`src/rtl/intersection_arbiter_if.sv`:
```
// Intersection arbiter bus: approach requests and delay settings in, lamp state and grant out.
interface intersection_arbiter_if;
  logic [3:0] req;
  logic [2:0] y2rdelay;
  logic [2:0] r2gdelay;
  logic [7:0] light;
  logic [1:0] grant;
  logic       busy;

  modport master (
    output req, y2rdelay, r2gdelay,
    input  light, grant, busy
  );

  modport slave (
    input  req, y2rdelay, r2gdelay,
    output light, grant, busy
  );
endinterface

```
`src/rtl/intersection_arbiter.sv`:
```
// Four-way traffic-light arbiter: round-robin GREEN grants, YELLOW and ALLRED clearance, registered lamps.
// One-cycle IDLE->GREEN latency; requests are levels and never latched.
module intersection_arbiter #(
  parameter int MIN_GREEN = 2,
  parameter int MAX_GREEN = 8
) (
  input  logic                   clock,
  input  logic                   clear,
  intersection_arbiter_if.slave  bus
);

  typedef enum logic [1:0] {IDLE, GREEN, YELLOW, ALLRED} state_t;

  localparam logic [1:0] YEL_C    = 2'd1;
  localparam logic [1:0] GRN_C    = 2'd2;
  localparam logic [7:0] MIN_LAST = 8'(MIN_GREEN - 1);
  localparam logic [7:0] MAX_LAST = 8'(MAX_GREEN - 1);

  state_t     state;
  logic [1:0] ptr;
  logic [7:0] gcnt;
  logic [2:0] dcnt;

  logic [1:0] winner;
  logic       any_req;
  logic       others_req;
  logic       green_done;

  function automatic logic [7:0] lamp(input logic [1:0] idx, input logic [1:0] code);
    lamp = 8'h00;
    lamp[{idx, 1'b0} +: 2] = code;
  endfunction

  // Scan from the farthest offset down so the nearest requester to ptr wins.
  function automatic logic [1:0] rr_pick(input logic [3:0] r, input logic [1:0] p);
    logic [1:0] idx;
    rr_pick = p;
    for (int k = 3; k >= 0; k--) begin
      idx = p + 2'(k);
      if (r[idx]) rr_pick = idx;
    end
  endfunction

  assign winner     = rr_pick(bus.req, ptr);
  assign any_req    = |bus.req;
  assign others_req = |(bus.req & ~(4'b0001 << bus.grant));
  assign green_done = (gcnt >= MIN_LAST) &&
                      (!bus.req[bus.grant] || ((gcnt >= MAX_LAST) && others_req));

  always_ff @(posedge clock) begin
    if (clear) begin
      state     <= IDLE;
      bus.light <= 8'h00;
      bus.grant <= 2'd0;
      bus.busy  <= 1'b0;
      ptr       <= 2'd0;
      gcnt      <= 8'd0;
      dcnt      <= 3'd0;
    end else begin
      case (state)
        IDLE: begin
          if (any_req) begin
            state     <= GREEN;
            bus.grant <= winner;
            ptr       <= winner + 2'd1;
            gcnt      <= 8'd0;
            bus.light <= lamp(winner, GRN_C);
            bus.busy  <= 1'b1;
          end
        end
        GREEN: begin
          if (green_done) begin
            state     <= YELLOW;
            dcnt      <= bus.y2rdelay;
            gcnt      <= 8'd0;
            bus.light <= lamp(bus.grant, YEL_C);
          end else if (gcnt != 8'hFF) begin
            gcnt <= gcnt + 8'd1;
          end
        end
        YELLOW: begin
          if (dcnt == 3'd0) begin
            state     <= ALLRED;
            dcnt      <= bus.r2gdelay;
            bus.light <= 8'h00;
          end else begin
            dcnt <= dcnt - 3'd1;
          end
        end
        ALLRED: begin
          if (dcnt != 3'd0) begin
            dcnt <= dcnt - 3'd1;
          end else if (any_req) begin
            state     <= GREEN;
            bus.grant <= winner;
            ptr       <= winner + 2'd1;
            gcnt      <= 8'd0;
            bus.light <= lamp(winner, GRN_C);
          end else begin
            state    <= IDLE;
            bus.busy <= 1'b0;
          end
        end
        default: state <= IDLE;
      endcase
    end
  end

endmodule

```
`src/flat_wrapper.sv`:
```
// flat-port wrapper written by rule: the top's interface ports become plain ports
module intersection_arbiter_flat 
#(
  parameter int MIN_GREEN = 2,
  parameter int MAX_GREEN = 8
)
  (clock, clear, bus_req, bus_y2rdelay, bus_r2gdelay, bus_light, bus_grant, bus_busy);
  intersection_arbiter_if bus_i ();
  input  logic clock;
  input  logic clear;
  input wire logic [$bits(bus_i.req)-1:0] bus_req;
  input wire logic [$bits(bus_i.y2rdelay)-1:0] bus_y2rdelay;
  input wire logic [$bits(bus_i.r2gdelay)-1:0] bus_r2gdelay;
  output wire logic [$bits(bus_i.light)-1:0] bus_light;
  output wire logic [$bits(bus_i.grant)-1:0] bus_grant;
  output wire logic [$bits(bus_i.busy)-1:0] bus_busy;
  assign bus_i.req = bus_req;
  assign bus_i.y2rdelay = bus_y2rdelay;
  assign bus_i.r2gdelay = bus_r2gdelay;
  assign bus_light = bus_i.light;
  assign bus_grant = bus_i.grant;
  assign bus_busy = bus_i.busy;
  intersection_arbiter #(.MIN_GREEN(MIN_GREEN), .MAX_GREEN(MAX_GREEN)) u_core (.clock(clock), .clear(clear), .bus(bus_i));
endmodule
```
`config.mk`:
```
export PLATFORM = sky130hd
export DESIGN_NAME = intersection_arbiter_flat
export DESIGN_NICKNAME = d
export VERILOG_FILES = /design/src/rtl/intersection_arbiter_if.sv /design/src/rtl/intersection_arbiter.sv /design/src/flat_wrapper.sv
export SDC_FILE = /design/constraint.sdc
export NUM_CORES = 1
export LEC_CHECK = 0
export ABC_AREA = 0
export CAP_MARGIN = 5
export CORE_ASPECT_RATIO = 1.4
export CORE_MARGIN = 4
export CORE_UTILIZATION = 55
export DETAILED_ROUTE_END_ITERATION = 16
export PLACE_DENSITY = 0.8
export REMOVE_ABC_BUFFERS = 1
export SLEW_MARGIN = 20
export SYNTH_ARGS = -nofsm -noshare
export SYNTH_HDL_FRONTEND = slang
export SYNTH_SLANG_ARGS = --single-unit
```
`constraint.sdc`:
```
create_clock -name clock -period 2.3 [get_ports clock]
set_input_delay 0.345 -clock clock [delete_from_list [all_inputs] [get_ports clock]]
set_output_delay 0.345 -clock clock [all_outputs]
set_load 0.02 [all_outputs]
```
==> impl_metrics.json <==
{
  "status": "complete, no violations",
  "grt_util_met1_pct": 26.5,
  "drt_iter0_drc": 60,
  "yosysMostFrequentCell": "dfxtp_1",
  "yosysTopAreaCell": "dfxtp_1",
  "yosys-top-cells-count": "dfxtp_1 (26), nand2_1 (22), a21oi_1 (18), inv_1 (17), nor2_1 (14)",
  "antenna_cells": 0,
  "place.gp.congestion": 0.825,
  "crit_path_start_kind": "flip-flop",
  "start_util_pct": 58.3,
  "clkTransAtPathRegs_ns": 0.09,
  "drv_slew": 0,
  "drt_wl_total_um": 4850,
  "tritoncts.num_buffers": 3,
  "finalCritPeriodShare_pct": 92.3,
  "fin_crit_ns": 2.12,
  "ys_ff_latch": 26,
  "crit_type": "flip-flop to flip-flop",
  "clock_sinks": 26,
  "insertion_delay_ns": 0.27,
  "via_per_inst": 6.14,
  "grt_pass1_wl_um": 8520,
  "drt-pass1-iter-count": 4,
  "drc": 0,
  "synth_area_leaders": "dfxtp_1 (28%), ha_1 (8.9%), a21oi_1 (4.9%)",
  "min_path_type": "flip-flop to flip-flop",
  "power_leakage_nw": 0.875,
  "avgSynthCellArea_um2": 8.27,
  "crit_path_cell_trace": "or4_4, a211oi_2, o31a_2, buf_4, o21ai_0, o22ai_1",
  "fp.dieArea_um2": 4340,
  "antenna_left": 0,
  "drive_gt1_share_pct": 20.4,
  "synth_seq_area_share_pct": 28.3,
  "vdd_drop_max_uv": 812,
  "synth_warnings": 0,
  "grt_max_degree": 15,
  "async_flop_share_pct": 0,
  "post_cts_buffers": 0,
  "track_usage_pct": 23.5,
  "vias": 1868,
  "syn_inst": 222,
  "powerDensity_nw_per_um2": 1040,
  "ys_types": 55,
  "grt-ovfl-total": 0,
  "timing.max_cap.violations": 0,
  "synthDominantCellAreaShare_pct": 28.3,
  "cpPeakStageDelay_ns": 0.59,
  "die_h_um": 76.4,
  "cts_root_buf": "clkbuf_8",
  "synth_edf_count": 0,
  "syn_area_um2": 1840,
  "crit_family": "compound AO/OA/AOI/OAI gates",
  "worst_pin_slew_ns": 0.513,
  "htreeDepth": 1,
  "fmaxAchievable_mhz": 471,
  "endpoint_kind": "flip-flop",
  "maxSlewHeadroom_pct": 65.5,
  "rsz0062_at_grt": "false",
  "wl_per_cell_um": 15.9,
  "clockBufferDepth": 2,
  "cp.arrival_ns": 2.33,
  "synth_ff_type": "dfxtp_1",
  "skew_ns": 0.00248,
  "critPathSlowestCell": "or4_4",
  "fin_hold_ws_ns": 0.486,
  "antenna_found_initial": 0,
  "area_growth_pct": 26.8,
  "hold_viol": 0,
  "grt_use_met2_pct": 43.8,
  "grt_pass1_vias": 1957,
  "cts_tree": "built",
  "cp_num_buf_inv": 1,
  "boundaryPins": 23,
  "core_area_um2": 3150,
  "fin_util_pct": 73.8,
  "crit_required_ns": 2.50,
  "io_buffers": 22,
  "crit_fanout": 7,
  "use_met3_pct": 3.05,
  "setup-violations-final": 0,
  "hpwl_um": 3660,
  "nets": 291,
  "rows": 24,
  "gr-max-usage-layer": "met2",
  "die_w_um": 56.8,
  "fillCellCount": 238
}
[cells in the final DEF (no fill, tap or decap), types with 4 or more instances in the layout]
| master | Yosys | routed |
|---|---|---|
| buf_4 | 0 | 32 |
| dfxtp_1 | 26 | 26 |
| nand2_1 | 22 | 22 |
| clkdlybuf4s50_1 | 0 | 22 |
| a21oi_1 | 18 | 18 |
| inv_1 | 17 | 17 |
| nor2_1 | 14 | 14 |
| ha_1 | 13 | 12 |
| o21ai_0 | 8 | 8 |
| o21ai_1 | 7 | 7 |
| a211oi_1 | 5 | 5 |
| nor3_1 | 5 | 5 |
| mux2i_1 | 4 | 4 |
| o41ai_1 | 4 | 4 |
| nand4b_1 | 4 | 4 |
| clkbuf_8 | 0 | 4 |
[report_power, final]
group | internal (mW) | total (mW) | switching (mW)
logic | 0.659 | 1.46 | 0.799
clock network | 0.153 | 0.303 | 0.150
registers | 0.558 | 0.669 | 0.111
[registers in the layout, summed over array words and instances, names as in the netlist]
signal	cells
u_core.state	2
u_core.bus.busy	1
u_core.bus.grant	2
u_core.bus.light	8
u_core.ptr	2
u_core.gcnt	8
u_core.dcnt	3
[kinds of logic (layout without fill, tap and decap cells)]
| group | count (synthesis) | after routing | synth area share [%] |
|---|---|---|---|
| AOI/OAI and AO/OA | 71 | 71 | 27.9 |
| DFF | 26 | 26 | 28.3 |
| muxes | 5 | 5 | 3.41 |
| and+or+nand+nor | 75 | 75 | 23.6 |
| adders and majority gates | 13 | 13 | 8.86 |
| buffers and inverters | 32 | 75 | 7.90 |
[final timing paths]
path	from	endpoint	slack, ns	cells past startpoint
worst max-delay path	u_core.gcnt[3]$_SDFFE_PP0P_	u_core.gcnt[0]$_SDFFE_PP0P_	0.18	6
worst min-delay path	u_core.bus.light[5]$_SDFFE_PP0P_	u_core.bus.light[5]$_SDFFE_PP0P_	0.49	2
worst max register to register	u_core.gcnt[3]$_SDFFE_PP0P_	u_core.gcnt[0]$_SDFFE_PP0P_	0.18	6
worst min register to register	u_core.bus.light[5]$_SDFFE_PP0P_	u_core.bus.light[5]$_SDFFE_PP0P_	0.49	2
[worst reg2reg max path, stage by stage, from the launching register on]
cell and delay (ns):
dfxtp_1 0.38, or4_4 0.59, a211oi_2 0.32, o31a_2 0.26, buf_4 0.18, o21ai_0 0.14, o22ai_1 0.19
[stage by stage]
| step | cell area (µm²) | total power, mW | std cells | setup slack [ns] | TNS (ns) |
|---|---|---|---|---|---|
| floorplan | 1760 | 1.52 | 207 | 0.179 | 0 |
| global placement | 2260 | 2.06 | 300 | 0.0108 | 0 |
| detailed placement | 2260 | 2.10 | 300 | -0.0835 | -0.255 |
| CTS | 2320 | 2.41 | 304 | 0.174 | 0 |
| global route | 2330 | 2.63 | 304 | 0.0252 | 0 |
| finish | 2330 | 2.43 | 304 | 0.176 | 0 |
[routing by layer]
layer / routed length (µm) / share of wire [%] / vias to the layer above
li1: - / - / 922
met1: 1960 / 40 / 880
met2: 2590 / 53 / 53
met3: 179 / 3.7 / 13
met4: 117 / 2.4 / 0
met5: 0 / 0 / -
[cell type report]
type / count / area, µm² / share of cell area [%]
sequential: 26 / 520 / 22.4
clock buffer: 4 / 55.1 / 2.36
tap: 39 / 48.8 / 2.10
multi-input combinational: 164 / 1180 / 50.7
timing repair buffer: 54 / 460 / 19.8
inverter: 17 / 63.8 / 2.74
[timing repair]
action / in CTS / in global routing
hold buffers: 0 / 0
setup endpoints to repair: 0 / 1
gates resized for setup: 0 / 2
Power figures use the tool's default switching activity.
